--- src/rtl/tapasco_dmi_bridge_if.sv ---
// DMI request/response types and the per-channel DMI bus bundle between
// the host bridge (master) and the debug modules (slave).
package tapasco_dmi_bridge_pkg;
  localparam logic [1:0] DTM_NOP   = 2'h0;
  localparam logic [1:0] DTM_READ  = 2'h1;
  localparam logic [1:0] DTM_WRITE = 2'h2;

  typedef struct packed {
    logic [6:0]  addr;
    logic [1:0]  op;
    logic [31:0] data;
  } dmi_req_t;

  typedef struct packed {
    logic [31:0] data;
    logic [1:0]  resp;
  } dmi_resp_t;
endpackage

// NR_CHANNELS must match the bridge instance it is connected to.
interface tapasco_dmi_bridge_if #(
  parameter int NR_CHANNELS = 1
);
  import tapasco_dmi_bridge_pkg::*;

  logic [NR_CHANNELS-1:0]                req_valid;
  logic [NR_CHANNELS-1:0]                req_ready;
  dmi_req_t                              req;
  logic [NR_CHANNELS-1:0]                resp_valid;
  logic [NR_CHANNELS-1:0]                resp_ready;
  dmi_resp_t [NR_CHANNELS-1:0]           resp;

  modport master (
    output req_valid, req, resp_ready,
    input  req_ready, resp_valid, resp
  );

  modport slave (
    input  req_valid, req, resp_ready,
    output req_ready, resp_valid, resp
  );
endinterface

--- src/rtl/tapasco_dmi_bridge.sv ---
// Host level-signalled register port to multi-channel DMI bridge.
// One DMI transaction per rising edge of host_req_i, with channel select,
// response timeout and draining of stale responses on idle channels.
module tapasco_dmi_bridge
  import tapasco_dmi_bridge_pkg::*;
#(
  parameter int NR_CHANNELS    = 1,
  parameter int TIMEOUT_CYCLES = 1024,
  parameter int SEL_WIDTH      = (NR_CHANNELS > 1) ? $clog2(NR_CHANNELS) : 1
) (
  input  logic                 clk_i,
  input  logic                 rst_ni,
  input  logic                 host_req_i,
  input  logic                 host_wr_i,
  input  logic [SEL_WIDTH-1:0] host_sel_i,
  input  logic [6:0]           host_addr_i,
  input  logic [31:0]          host_wdata_i,
  output logic [31:0]          host_rdata_o,
  output logic [1:0]           host_resp_o,
  output logic                 host_timeout_o,
  output logic                 host_busy_o,
  output logic                 host_done_o,
  output logic                 host_overrun_o,
  tapasco_dmi_bridge_if.master dmi
);

  localparam logic [1:0] S_IDLE = 2'd0;
  localparam logic [1:0] S_REQ  = 2'd1;
  localparam logic [1:0] S_RESP = 2'd2;

  localparam bit          TO_EN   = (TIMEOUT_CYCLES != 0);
  localparam logic [31:0] TO_LAST = (TIMEOUT_CYCLES > 0) ? 32'(TIMEOUT_CYCLES - 1) : 32'd0;

  logic [1:0]             r_state;
  logic                   r_req_q;
  logic                   r_wr;
  logic [SEL_WIDTH-1:0]   r_sel;
  logic [6:0]             r_addr;
  logic [31:0]            r_wdata;
  logic [31:0]            r_cnt;
  logic [31:0]            r_rdata;
  logic [1:0]             r_resp;
  logic                   r_timeout;
  logic                   r_done;
  logic                   r_overrun;
  logic [NR_CHANNELS-1:0] r_req_valid;
  logic [NR_CHANNELS-1:0] r_resp_ready;
  logic [1:0]             r_out_op;

  logic                   w_rise;
  logic                   w_sel_ok;
  logic                   w_accept;
  logic                   w_req_hs;
  logic                   w_resp_hs;
  logic                   w_expire;
  logic [1:0]             w_next_state;
  logic [SEL_WIDTH-1:0]   w_next_sel;
  logic [NR_CHANNELS-1:0] w_sel_mask;
  logic [NR_CHANNELS-1:0] w_next_mask;
  logic [33:0]            w_resp_sel;
  dmi_resp_t              w_resp;

  assign w_rise    = host_req_i & ~r_req_q;
  assign w_sel_ok  = (32'(host_sel_i) < 32'(NR_CHANNELS));
  assign w_accept  = (r_state == S_IDLE) & w_rise & w_sel_ok;
  assign w_req_hs  = |(r_req_valid & dmi.req_ready);
  assign w_resp_hs = (r_state == S_RESP) & (|(w_sel_mask & dmi.resp_valid));
  assign w_expire  = TO_EN & (r_state != S_IDLE) & (r_cnt >= TO_LAST);
  assign w_next_sel = w_accept ? host_sel_i : r_sel;
  assign w_resp    = dmi_resp_t'(w_resp_sel);

  // One-hot decode of the latched and next channel, and response mux of the latched channel.
  always_comb begin
    w_sel_mask  = '0;
    w_next_mask = '0;
    w_resp_sel  = '0;
    for (int c = 0; c < NR_CHANNELS; c++) begin
      w_sel_mask[c]  = (SEL_WIDTH'(c) == r_sel);
      w_next_mask[c] = (SEL_WIDTH'(c) == w_next_sel);
      w_resp_sel     = w_resp_sel | ({34{w_sel_mask[c]}} & 34'(dmi.resp[c]));
    end
  end

  // Next-state logic; a completing handshake always wins over timeout expiry.
  always_comb begin
    w_next_state = r_state;
    case (r_state)
      S_IDLE: begin
        if (w_accept) w_next_state = S_REQ;
        else          w_next_state = S_IDLE;
      end
      S_REQ: begin
        if (w_req_hs)      w_next_state = S_RESP;
        else if (w_expire) w_next_state = S_IDLE;
        else               w_next_state = S_REQ;
      end
      S_RESP: begin
        if (w_resp_hs || w_expire) w_next_state = S_IDLE;
        else                       w_next_state = S_RESP;
      end
      default: w_next_state = S_IDLE;
    endcase
  end

  // State, latched request, host result registers and registered DMI handshake outputs.
  always_ff @(posedge clk_i or negedge rst_ni) begin
    if (!rst_ni) begin
      r_state      <= S_IDLE;
      r_req_q      <= 1'b1;
      r_wr         <= 1'b0;
      r_sel        <= '0;
      r_addr       <= 7'd0;
      r_wdata      <= 32'd0;
      r_cnt        <= 32'd0;
      r_rdata      <= 32'd0;
      r_resp       <= 2'b00;
      r_timeout    <= 1'b0;
      r_done       <= 1'b0;
      r_overrun    <= 1'b0;
      r_req_valid  <= '0;
      r_resp_ready <= '0;
      r_out_op     <= DTM_NOP;
    end else begin
      r_req_q      <= host_req_i;
      r_state      <= w_next_state;
      r_done       <= 1'b0;
      // The selected channel's response ready is held low only while its request is pending.
      r_req_valid  <= (w_next_state == S_REQ) ? w_next_mask : '0;
      r_resp_ready <= (w_next_state == S_REQ) ? ~w_next_mask : '1;
      r_out_op     <= (w_next_state == S_REQ) ? (w_accept ? (host_wr_i ? DTM_WRITE : DTM_READ)
                                                          : r_out_op)
                                              : DTM_NOP;
      case (r_state)
        S_IDLE: begin
          if (w_accept) begin
            r_wr      <= host_wr_i;
            r_sel     <= host_sel_i;
            r_addr    <= host_addr_i;
            r_wdata   <= host_wdata_i;
            r_overrun <= 1'b0;
            r_cnt     <= 32'd0;
          end else if (w_rise) begin
            r_resp    <= 2'b10;
            r_timeout <= 1'b0;
            r_done    <= 1'b1;
          end else begin
            r_cnt     <= r_cnt;
          end
        end
        S_REQ, S_RESP: begin
          r_cnt <= r_cnt + 32'd1;
          if (w_rise) r_overrun <= 1'b1;
          else        r_overrun <= r_overrun;
          if (w_resp_hs) begin
            r_rdata   <= w_resp.data;
            r_resp    <= w_resp.resp;
            r_timeout <= 1'b0;
            r_done    <= 1'b1;
          end else if (w_expire && !w_req_hs) begin
            r_resp    <= 2'b10;
            r_timeout <= 1'b1;
            r_done    <= 1'b1;
          end else begin
            r_resp    <= r_resp;
          end
        end
        default: r_cnt <= 32'd0;
      endcase
    end
  end

  assign host_rdata_o   = r_rdata;
  assign host_resp_o    = r_resp;
  assign host_timeout_o = r_timeout;
  assign host_busy_o    = (r_state != S_IDLE);
  assign host_done_o    = r_done;
  assign host_overrun_o = r_overrun;

  assign dmi.req_valid  = r_req_valid;
  assign dmi.resp_ready = r_resp_ready;
  assign dmi.req        = {r_addr, r_out_op, r_wdata};

  logic w_unused;
  assign w_unused = r_wr;

endmodule
--- src/flat_wrapper.sv ---
// flat-port wrapper written by rule: the top's interface ports become plain ports
module tapasco_dmi_bridge_flat import tapasco_dmi_bridge_pkg::*;
#(
  parameter int NR_CHANNELS    = 1,
  parameter int TIMEOUT_CYCLES = 1024,
  parameter int SEL_WIDTH      = (NR_CHANNELS > 1) ? $clog2(NR_CHANNELS) : 1
)
  (clk_i, rst_ni, host_req_i, host_wr_i, host_sel_i, host_addr_i, host_wdata_i, host_rdata_o, host_resp_o, host_timeout_o, host_busy_o, host_done_o, host_overrun_o, dmi_req_valid, dmi_req, dmi_resp_ready, dmi_req_ready, dmi_resp_valid, dmi_resp);
  tapasco_dmi_bridge_if #(.NR_CHANNELS(NR_CHANNELS)) dmi_i ();
  input  logic clk_i;
  input  logic rst_ni;
  input  logic host_req_i;
  input  logic host_wr_i;
  input  logic [SEL_WIDTH-1:0] host_sel_i;
  input  logic [6:0] host_addr_i;
  input  logic [31:0] host_wdata_i;
  output logic [31:0] host_rdata_o;
  output logic [1:0] host_resp_o;
  output logic host_timeout_o;
  output logic host_busy_o;
  output logic host_done_o;
  output logic host_overrun_o;
  output wire logic [$bits(dmi_i.req_valid)-1:0] dmi_req_valid;
  output wire logic [$bits(dmi_i.req)-1:0] dmi_req;
  output wire logic [$bits(dmi_i.resp_ready)-1:0] dmi_resp_ready;
  input wire logic [$bits(dmi_i.req_ready)-1:0] dmi_req_ready;
  input wire logic [$bits(dmi_i.resp_valid)-1:0] dmi_resp_valid;
  input wire logic [$bits(dmi_i.resp)-1:0] dmi_resp;
  assign dmi_req_valid = dmi_i.req_valid;
  assign dmi_req = dmi_i.req;
  assign dmi_resp_ready = dmi_i.resp_ready;
  assign dmi_i.req_ready = dmi_req_ready;
  assign dmi_i.resp_valid = dmi_resp_valid;
  assign dmi_i.resp = dmi_resp;
  tapasco_dmi_bridge #(.NR_CHANNELS(NR_CHANNELS), .TIMEOUT_CYCLES(TIMEOUT_CYCLES), .SEL_WIDTH(SEL_WIDTH)) u_core (.clk_i(clk_i), .rst_ni(rst_ni), .host_req_i(host_req_i), .host_wr_i(host_wr_i), .host_sel_i(host_sel_i), .host_addr_i(host_addr_i), .host_wdata_i(host_wdata_i), .host_rdata_o(host_rdata_o), .host_resp_o(host_resp_o), .host_timeout_o(host_timeout_o), .host_busy_o(host_busy_o), .host_done_o(host_done_o), .host_overrun_o(host_overrun_o), .dmi(dmi_i));
endmodule
--- config.mk ---
export PLATFORM = sky130hd
export DESIGN_NAME = tapasco_dmi_bridge_flat
export DESIGN_NICKNAME = d
export VERILOG_FILES = /design/src/rtl/tapasco_dmi_bridge_if.sv /design/src/rtl/tapasco_dmi_bridge.sv /design/src/flat_wrapper.sv
export SDC_FILE = /design/constraint.sdc
export NUM_CORES = 1
export LEC_CHECK = 0
export CAP_MARGIN = 15
export CORE_UTILIZATION = 48
export CTS_CLUSTER_DIAMETER = 100
export DETAILED_ROUTE_END_ITERATION = 8
export PLACE_DENSITY = 0.8
export SLEW_MARGIN = 20
export SYNTH_ARGS = -nofsm -noshare
export SYNTH_HDL_FRONTEND = slang
export SYNTH_SLANG_ARGS = --single-unit
--- constraint.sdc ---
create_clock -name clk_i -period 5.7 [get_ports clk_i]
set_input_delay 1.14 -clock clk_i [delete_from_list [all_inputs] [get_ports clk_i]]
set_output_delay 1.14 -clock clk_i [all_outputs]
set_load 0.01 [all_outputs]
==> results of run 1 <==
==> worst max-delay path by stage <==
stage / cells after the start / endpoint / from / slack, ns
after global placement: 6 / u_core.dmi.resp_ready / host_req_i / 2.16
final: 4 / host_busy_o / u_core.r_state[0] / 2.50
after detailed placement: 6 / u_core.dmi.resp_ready / host_req_i / 2.11
after floorplan: 5 / u_core.dmi.resp_ready / host_sel_i / 3.10
after CTS: 4 / host_busy_o / u_core.r_state[0] / 2.47
after global routing: 4 / host_busy_o / u_core.r_state[0] / 2.35
==> per-layer routing <==
metal	vias to the layer above	part of all wire	GRT usage
li1	1770	-	-
met1	1864	0.40	0.266
met2	122	0.52	0.395
met3	25	0.064	0.0927
met4	0	0.024	0.113
met5	-	0	0
==> critical path, delay by kind of cell, from the launching register on <==
family | cells | cell delay (ns)
buf+inv | 3 | 0.86
fa+ha+maj | 1 | 0.30
flops | 1 | 0.37
==> cell families after synthesis <==
logic type / Yosys count / share of synthesized area
AND/OR/NAND/NOR: 118 / 0.136
flip-flops: 116 / 0.579
multiplexers: 73 / 0.163
AO/OA/AOI/OAI: 46 / 0.0601
buffers and inverters: 20 / 0.0182
XOR/XNOR: 18 / 0.0314
adder cells (fa/ha/maj): 5 / 0.0125
==> flip-flops by register name, summed over array words and instances (netlist names), 2 cells and up <==
register / count
u_core.host_rdata_o: 32
u_core.r_out_op: 2
u_core.r_cnt: 32
u_core.r_state: 2
u_core.host_resp_o: 2
u_core.r_addr: 7
u_core.r_wdata: 32
==> placed cells by master (no fill, tap or decap), types with 2 or more instances in the layout <==
cell type	instances
a21o_1	4
dfrtp_1	115
ha_1	5
buf_4	5
clkinv_4	7
nor3_2	2
and3_2	4
clkinv_2	3
and2_2	2
nand2_1	16
clkbuf_16	16
o21ai_0	14
nor2_1	22
xor2_1	11
nand4_1	13
nand3b_1	2
inv_6	2
and4_1	4
inv_1	5
and3_1	4
and2_1	3
or2_2	2
a21oi_1	11
mux2_2	71
o31ai_1	5
nor2b_1	2
nand3_1	11
xnor2_1	7
mux2i_1	2
nor4_1	11
clkdlybuf4s50_1	159
nor3_1	2
or3_1	6
==> power by group <==
group | internal (uW) | leakage, uW | switching, uW
clock network | 581 | 0.000269 | 386
registers | 1110 | 0.00148 | 151
logic | 786 | 0.00133 | 549
==> area by class of cell <==
| class | count | area, um^2 |
|---|---|---|
| inverter | 5 | 18.8 |
| clock buffer | 18 | 418 |
| multi-input combinational | 260 | 2030 |
| sequential | 116 | 2900 |
| clock inverter | 14 | 131 |
| timing repair buffer | 164 | 1630 |
| tap | 133 | 166 |
| fill | 686 | 2660 |
==> metrics by stage <==
stage	std cells	setup slack, ns	util	power (uW)
floorplan	396	3.10	-	1850
global route	710	2.35	0.733	3750
global placement	678	2.16	0.678	2570
detailed placement	678	2.11	0.678	2610
CTS	710	2.47	0.733	3600
finish	710	2.50	0.733	3560
==> flow_summary_export.csv, run 1 <==
group,metric,value,unit
outcome,status,"finished clean",
floorplan,core_area,9950,um^2
synth,syn-cell-area,5020,um^2
layout,drive_above_1_share,0.218,
place,place_area,6750,um^2
synth,synth_area_leaders,"dfrtp_1 57%, mux2_2 16%, xor2_1 1.9%",
worst_setup_path,ff2ff_setup_slack,3.26,ns
synth,synth_warnings,0,
layout,nets,649,
sta,min_period_over_period,0.562,
worst_setup_path,cpPeakStageDelay,0.57,ns
synth,synthMostInstantiatedCell,"dfrtp_1",
hold_path,hold_path_end,"u_core.host_overrun_o",
floorplan,die_y,104,um
grt,grt_pass1_vias,4135,
clock_network,cts-root-buf,"clkbuf_8",
pwr,power_leakage,0.00308,uW
hold_path,hold_path_class,"flip-flop to flip-flop",
clock_network,ctsResizeCount,0,
worst_setup_path,path_cells,"inv_1 > ha_1 > inv_1 > clkdlybuf4s50_1",
sta,period_needed,3.20,ns
sta,drv_slew,0,
synth,synth-edff-count,0,
worst_setup_path,worstSetupPathType,"flip-flop to output port",
sta,slew_headroom,0.352,
sta,fmax,312,MHz
layout,area_growth,45.4,%
floorplan,initial_core_util,0.504,
grt,grt_pass1_wl,20000,um
sta,finalSetupTns,0,ns
synth,async_flop_share,1.00,
synth,ys.flop_type,"dfrtp_1",
layout,antenna_cells,0,
synth,yosysUniqueCellTypes,57,
pwr,pwr_density_cell,488,nW/um^2
worst_setup_path,worstRegToRegCells,7,
floorplan,rows,36,
worst_setup_path,end_kind,"output port",
drt,vias,3781,
drt,vias_per_cell,5.33,
drt,dr.pass1.iters,4,
sta,grt_setup_unrepaired,"no",
layout,final_area,7290,um^2
clock_network,postCtsHoldBufs,0,
grt,grtUsageTotal,0.237,
clock_network,worstSkewPairLatency,0.52,ns
place,hpwlAfterDp,8390,um
grt,antenna_found_initial,0,
drt,wl_per_cell,16.9,um
worst_setup_path,crit_required,4.56,ns
synth,ys_top_cells_by_count,"115 x dfrtp_1, 71 x mux2_2, 22 x nor2_1",
flow_run,cap_violations,0,
hold_path,min_from,"u_core.host_overrun_o",
drt,routed_wl,12000,um
sta,finalSetupViolCount,0,
clock_network,path_clk_slew,0.06,ns
clock_network,cts_buffers,17,
place,place.gp.congestion,0.832,
clock_network,tritoncts,"done",
synth,ys_seq_area_frac,0.579,
sta,hold_violations,0,
worst_setup_path,arrival,2.06,ns
synth,synth_top_cell_by_area,"dfrtp_1",
worst_setup_path,cp_slowest_cell,"clkdlybuf4s50_1",
clock_network,clockBufferDepth,2,
worst_setup_path,path_max_fanout,7,
drt,dr.first_iter.drc_count,160,
place,port_buffers,160,
clock_network,cts.sinks,116,
floorplan,io-pin-count,161,
sta,fin_skew,0.00687,ns
synth,synthesis.nets,481,
pwr,peakVddDrop,0.347,mV
grt,overflow,0,
grt,grt_max_degree,80,
drt,postRouteAntennaNets,0,
synth,synth-seq-cells,116,
worst_setup_path,r2r-start,"u_core.r_state[0]",
floorplan,fp.dieArea,10900,um^2
worst_setup_path,critPathLaunchType,"flip-flop",
floorplan,die_x,104,um
sta,holdWs,0.483,ns
synth,syn_avg_cell_area,12.7,um^2
worst_setup_path,cp_common_cell,"inv_1",
hold_path,whs_path_depth,1,
sta,worstMarginPinSlew,0.972,ns
synth,netlist.area_leader.share,0.574,
clock_network,post-cts-setup-buffers,0,
clock_network,cts-htree-levels,4,
synth,syn_inst,396,
drt,route.detailed.drc,0,
worst_setup_path,reg2reg_to,"u_core.dmi.resp_ready",
Note: power is estimated with default switching activity, not from simulation.
==> run 2, diff against run 1 <==
--- a/config.mk
+++ b/config.mk
@@ -6,10 +6,10 @@
 export NUM_CORES = 1
 export LEC_CHECK = 0
 export CAP_MARGIN = 15
-export CORE_UTILIZATION = 48
+export CORE_UTILIZATION = 42
 export CTS_CLUSTER_DIAMETER = 100
 export DETAILED_ROUTE_END_ITERATION = 8
-export PLACE_DENSITY = 0.8
+export PLACE_DENSITY = 0.74
 export SLEW_MARGIN = 20
 export SYNTH_ARGS = -nofsm -noshare
 export SYNTH_HDL_FRONTEND = slang
==> constraint.sdc (replaced) <==
create_clock -name clk_i -period 2.71 [get_ports clk_i]
set_input_delay 0.542 -clock clk_i [delete_from_list [all_inputs] [get_ports clk_i]]
set_output_delay 0.542 -clock clk_i [all_outputs]
set_load 0.01 [all_outputs]
==> run 2 against run 1 <==
The flow now finishes with violations (DRC). Wire length rose by 6.0%. First-iteration DRC count up 20%. Sequential share of layout area decreased by 0.69 points. Global-route usage is 1.4 points lower. Clock skew grew 0.0016 ns. Register-to-register slack worse by 2.9 ns. Critical endpoint unchanged. Highest routed layer unchanged.
==> flow_summary_export.csv, run 2 (same netlist as run 1, synthesis figures left out) <==
group,metric,value,unit
outcome,status,"finished with violations",
outcome,violations,"DRC",
place,place_worst_setup_slack,0.142,ns
sta,worstMarginPinSlew,0.810,ns
clock_network,cts-root-buf,"clkbuf_16",
pwr,p_total,7810,uW
layout,final_common_cell,"clkdlybuf4s50_1",
grt,grt_pass1_vias,4186,
sta,min_period_over_period,0.946,
worst_setup_path,worstSetupPathType,"flip-flop to output port",
grt,grt-busiest-layer,"met2",
floorplan,initial_core_util,0.436,
layout,instances_no_fill,723,
sta,fmax,390,MHz
sta,slew_headroom,0.458,
layout,nets,652,
sta,finalSetupViolCount,0,
grt,antenna_found_initial,0,
floorplan,core_area,11500,um^2
sta,finalSetupTns,0,ns
layout,antenna_cells,0,
sta,holdWs,0.104,ns
grt,grtUsageMet1,0.241,
flow_run,cap_violations,0,
drt,vias,3841,
floorplan,io-pin-count,161,
worst_setup_path,cp-startpoint,"u_core.r_state[0]",
place,port_buffers,160,
worst_setup_path,path_max_fanout,7,
drt,route.detailed.drc,6,
drt,vias_per_cell,5.31,
clock_network,postCtsHoldBufs,0,
layout,most-common-layout-cells,"159 x clkdlybuf4s50_1, 115 x dfrtp_1, 71 x mux2_2",
drt,postRouteAntennaNets,0,
worst_setup_path,path_cells,"inv_1 > ha_1 > inv_1 > clkdlybuf4s50_1",
floorplan,die_x,111,um
worst_setup_path,cp_common_cell,"inv_1",
floorplan,rows,39,
clock_network,path_clk_slew,0.06,ns
clock_network,tritoncts,"done",
clock_network,ctsResizeCount,0,
worst_setup_path,end_kind,"output port",
sta,grt_setup_unrepaired,"no",
pwr,pwr_density_cell,1050,nW/um^2
clock_network,cts.sinks,116,
grt,grtUsageTotal,0.223,
hold_path,hold_path_class,"input pin to asynchronous set/reset pin",
worst_setup_path,critPathLaunchType,"flip-flop",
layout,drive_above_1_share,0.224,
drt,routed_wl,12800,um
place,hpwlAfterDp,9130,um
pwr,peakVddDrop,0.730,mV
sta,fin_ws,0.147,ns
worst_setup_path,cp_slowest_cell,"clkdlybuf4s50_1",
place,place.gp.congestion,0.798,
drt,dr.first_iter.drc_count,192,
sta,period_needed,2.56,ns
worst_setup_path,arrival,2.02,ns
grt,grt_pass1_wl,21100,um
floorplan,fp.dieArea,12400,um^2
clock_network,post-cts-setup-buffers,0,
clock_network,worstSkewPairLatency,0.41,ns
worst_setup_path,r2r-start,"u_core.r_state[0]",
place,place_inst,691,
grt,met3_usage,0.113,
grt,grt_max_degree,57,
grt,use_met2,0.372,
sta,fin_skew,0.00845,ns
worst_setup_path,crit_required,2.17,ns
sta,drv_slew,0,
floorplan,die_y,111,um
clock_network,cts-htree-levels,4,
sta,hold_violations,0,
clock_network,cts_buffers,17,
grt,overflow,0,
drt,dr.pass1.iters,6,
layout,area_growth,48.0,%
drt,wl_per_cell,17.6,um
pwr,power_leakage,0.00313,uW
worst_setup_path,cpPeakStageDelay,0.59,ns
clock_network,clockBufferDepth,2,
run 2: changes by cell type in the layout (fill, tap and decap cells not counted):
| cell | before | now |
|---|---|---|
| buf_12 | 0 | 3 |
| clkbuf_1 | 1 | 0 |
| clkinvlp_4 | 1 | 3 |
| bufinv_16 | 1 | 3 |
| clkbuf_16 | 16 | 17 |
| inv_6 | 2 | 3 |
| clkinv_4 | 7 | 3 |
| clkbuf_8 | 1 | 0 |
run 2: layer usage:
metal | wire length, um | part of all wire
met4 | 233 | 0.018
met2 | 6570 | 0.52
met5 | 0 | 0
met3 | 1210 | 0.095
met1 | 4740 | 0.37
run 2: worst paths after layout:
path / endpoint / slack, ns / cells past startpoint
max: host_busy_o / 0.15 / 4
min: u_core.r_cnt[24] / 0.10 / 1
max reg2reg: u_core.r_cnt[21] / 0.39 / 7
min reg2reg: u_core.r_wdata[24] / 0.51 / 1
max in group asynchronous: u_core.r_wdata[9] / 1.92 / 2
min in group clk_i: u_core.r_wdata[24] / 0.51 / 1
run 2: cell type report:
| cell class | count | area (um^2) |
|---|---|---|
| tap | 143 | 179 |
| clock inverter | 15 | 180 |
| inverter | 5 | 18.8 |
| timing repair buffer | 167 | 1690 |
| multi-input combinational | 260 | 2030 |
| clock buffer | 17 | 425 |
| sequential | 116 | 2900 |
| fill | 896 | 4090 |
run 2: through the flow:
stage               utilization  instance area (um^2)
floorplan                     -                  5020
global placement          0.592                  6820
detailed placement        0.592                  6820
CTS                       0.645                  7420
global route              0.645                  7420
finish                    0.645                  7420
run 2: worst max-delay path: cells and delay by family (launching register included):
family	cells	cell delay (ns)
adder cells (fa/ha/maj)	1	0.31
flip-flops	1	0.38
buffers and inverters	3	0.91
run 2: power breakdown:
part | switching (uW) | internal [uW] | total [uW]
clock | 815 | 1450 | 2260
combinational | 1200 | 1670 | 2870
sequential | 339 | 2330 | 2670
total | 2360 | 5450 | 7810
==> run 3, diff against run 2 <==
==> constraint.sdc (replaced) <==
create_clock -name clk_i -period 2.71 [get_ports clk_i]
set_input_delay 0.542 -clock clk_i [delete_from_list [all_inputs] [get_ports clk_i]]
set_output_delay 0.542 -clock clk_i [all_outputs]
set_load 0.02 [all_outputs]
==> run 3 against run 2 <==
The flow still finishes with violations (DRC). Sequential power hardly changed. Register-to-register slack better by 0.06 ns. Sequential share of layout area stayed put. Wire length is 0.19% higher. Clock power hardly changed. First-iteration DRC count stayed put. Global-route usage stayed put. Combinational power is 16% higher. Clock-buffer cell count stayed put. Via count hardly changed. Maximum frequency is 0.82% higher. Final cell count stayed put. Critical path type unchanged. Critical endpoint unchanged. Largest cell class unchanged. Highest routed layer unchanged.
==> flow_summary_export.csv, run 3 (same netlist as run 1, synthesis figures left out) <==
group,metric,value,unit
grt,grt_pass1_vias,4186,
drt,topRoutingLayerUsed,"met4",
floorplan,core_area,11500,um^2
drt,dr.pass1.iters,6,
sta,worstMarginPinSlew,0.810,ns
layout,final_common_cell,"clkdlybuf4s50_1",
clock_network,path_clk_slew,0.06,ns
clock_network,clockBufferDepth,2,
floorplan,rows,39,
worst_setup_path,critPathLaunchType,"flip-flop",
worst_setup_path,worstSetupPathType,"flip-flop to output port",
clock_network,cts-root-buf,"clkbuf_16",
grt,overflow,0,
layout,most-common-layout-cells,"159 x clkdlybuf4s50_1, 115 x dfrtp_1, 71 x mux2_2",
outcome,violations,"DRC",
clock_network,worstSkewPairLatency,0.41,ns
clock_network,cts-htree-levels,4,
place,hpwlAfterDp,9130,um
drt,wl_met1,4790,um
pwr,peakVddDrop,0.766,mV
place,place.gp.congestion,0.798,
floorplan,initial_core_util,0.436,
hold_path,hold_path_class,"input pin to asynchronous set/reset pin",
worst_setup_path,arrival,2.00,ns
drt,postRouteAntennaNets,0,
worst_setup_path,crit_required,2.17,ns
sta,drv_slew,0,
drt,routed_wl,12800,um
layout,area_growth,48.0,%
worst_setup_path,reg2reg_to,"u_core.r_cnt[21]",
drt,vias_per_cell,5.31,
sta,hold_violations,0,
drt,met3_length,1160,um
sta,grt_setup_unrepaired,"no",
drt,vias,3839,
pwr,power_leakage,0.00313,uW
outcome,status,"finished with violations",
worst_setup_path,r2r-start,"u_core.r_state[0]",
clock_network,tritoncts,"done",
worst_setup_path,worstRegToRegCells,7,
grt,grt_max_degree,57,
sta,fmax,393,MHz
sta,slew_headroom,0.458,
floorplan,io-pin-count,161,
sta,period_needed,2.54,ns
sta,finalSetupViolCount,0,
drt,wl_met2,6590,um
sta,min_period_over_period,0.938,
grt,grt_pass1_wl,21100,um
layout,drive_above_1_share,0.226,
clock_network,cts_buffers,17,
grt,grtUsageTotal,0.223,
clock_network,cts.sinks,116,
flow_run,cap_violations,0,
place,place_worst_setup_slack,0.142,ns
worst_setup_path,ff2ff_setup_slack,0.45,ns
layout,antenna_cells,0,
floorplan,die_y,111,um
drt,route.detailed.drc,6,
grt,antenna_found_initial,0,
sta,finalSetupTns,0,ns
drt,dr.first_iter.drc_count,192,
layout,nets,652,
worst_setup_path,path_max_fanout,7,
drt,wl_per_cell,17.7,um
sta,fin_ws,0.168,ns
floorplan,fp.dieArea,12400,um^2
pwr,pwr_density_cell,1110,nW/um^2
floorplan,die_x,111,um
place,port_buffers,160,
sta,fin_skew,0.00918,ns
sta,holdWs,0.105,ns
worst_setup_path,end_kind,"output port",
run 3: cell counts in the layout (fill, tap and decap cells not counted):
Identical to the previous run, type by type.
run 3: power by group:
part	switching, uW	total, uW	internal, uW	leakage (uW)
Combinational	1650	3320	1670	0.00136
Clock	815	2260	1450	0.000290
Sequential	339	2670	2330	0.00148
Total	2810	8260	5450	0.00313
run 3: final cells by class:
cell class	instances	area, um^2
fill	896	4090
clock buffer	17	425
clock inverter	15	180
inverter	5	18.8
timing repair buffer	167	1690
sequential	116	2900
multi-input combinational	260	2030
tap	143	179
run 3: what timing repair did:
item | 4_1_cts | 5_1_grt
setup buffers | 0 | 0
hold buffers | 0 | 0
gates resized for setup | 0 | 1
endpoints found under the setup margin | 0 | 1
run 3: critical path: stages (launching register included):
cell	delay [ns]
dfrtp_1	0.38
inv_1	0.07
ha_1	0.32
inv_2	0.18
clkdlybuf4s50_1	0.63
run 3: metal layers:
layer / global-route usage / vias up
met4: 0.0829 / 0
li1: - / 1782
met3: 0.113 / 15
met1: 0.241 / 1912
met5: 0 / -
met2: 0.372 / 130
run 3: worst max path at each step:
| stage | from | endpoint | slack (ns) |
|---|---|---|---|
| final | u_core.r_state[0] | host_busy_o | 0.17 |
| after global routing | u_core.r_state[0] | host_busy_o | 0.07 |
| after CTS | u_core.r_state[0] | host_busy_o | 0.06 |
| after detailed placement | host_req_i | u_core.dmi.resp_ready | 0.14 |
| after global placement | host_req_i | u_core.dmi.resp_ready | 0.15 |
| after floorplan | u_core.r_state[0] | u_core.dmi.resp_ready | 0.60 |
run 3: stage by stage:
step,power (uW),area (um^2),util,instances
after detailed placement,6010,6820,0.592,691
after CTS,8340,7420,0.645,723
after global placement,5910,6820,0.592,691
after global routing,8660,7420,0.645,723
after floorplan,4340,5020,-,396
final,8260,7420,0.645,723
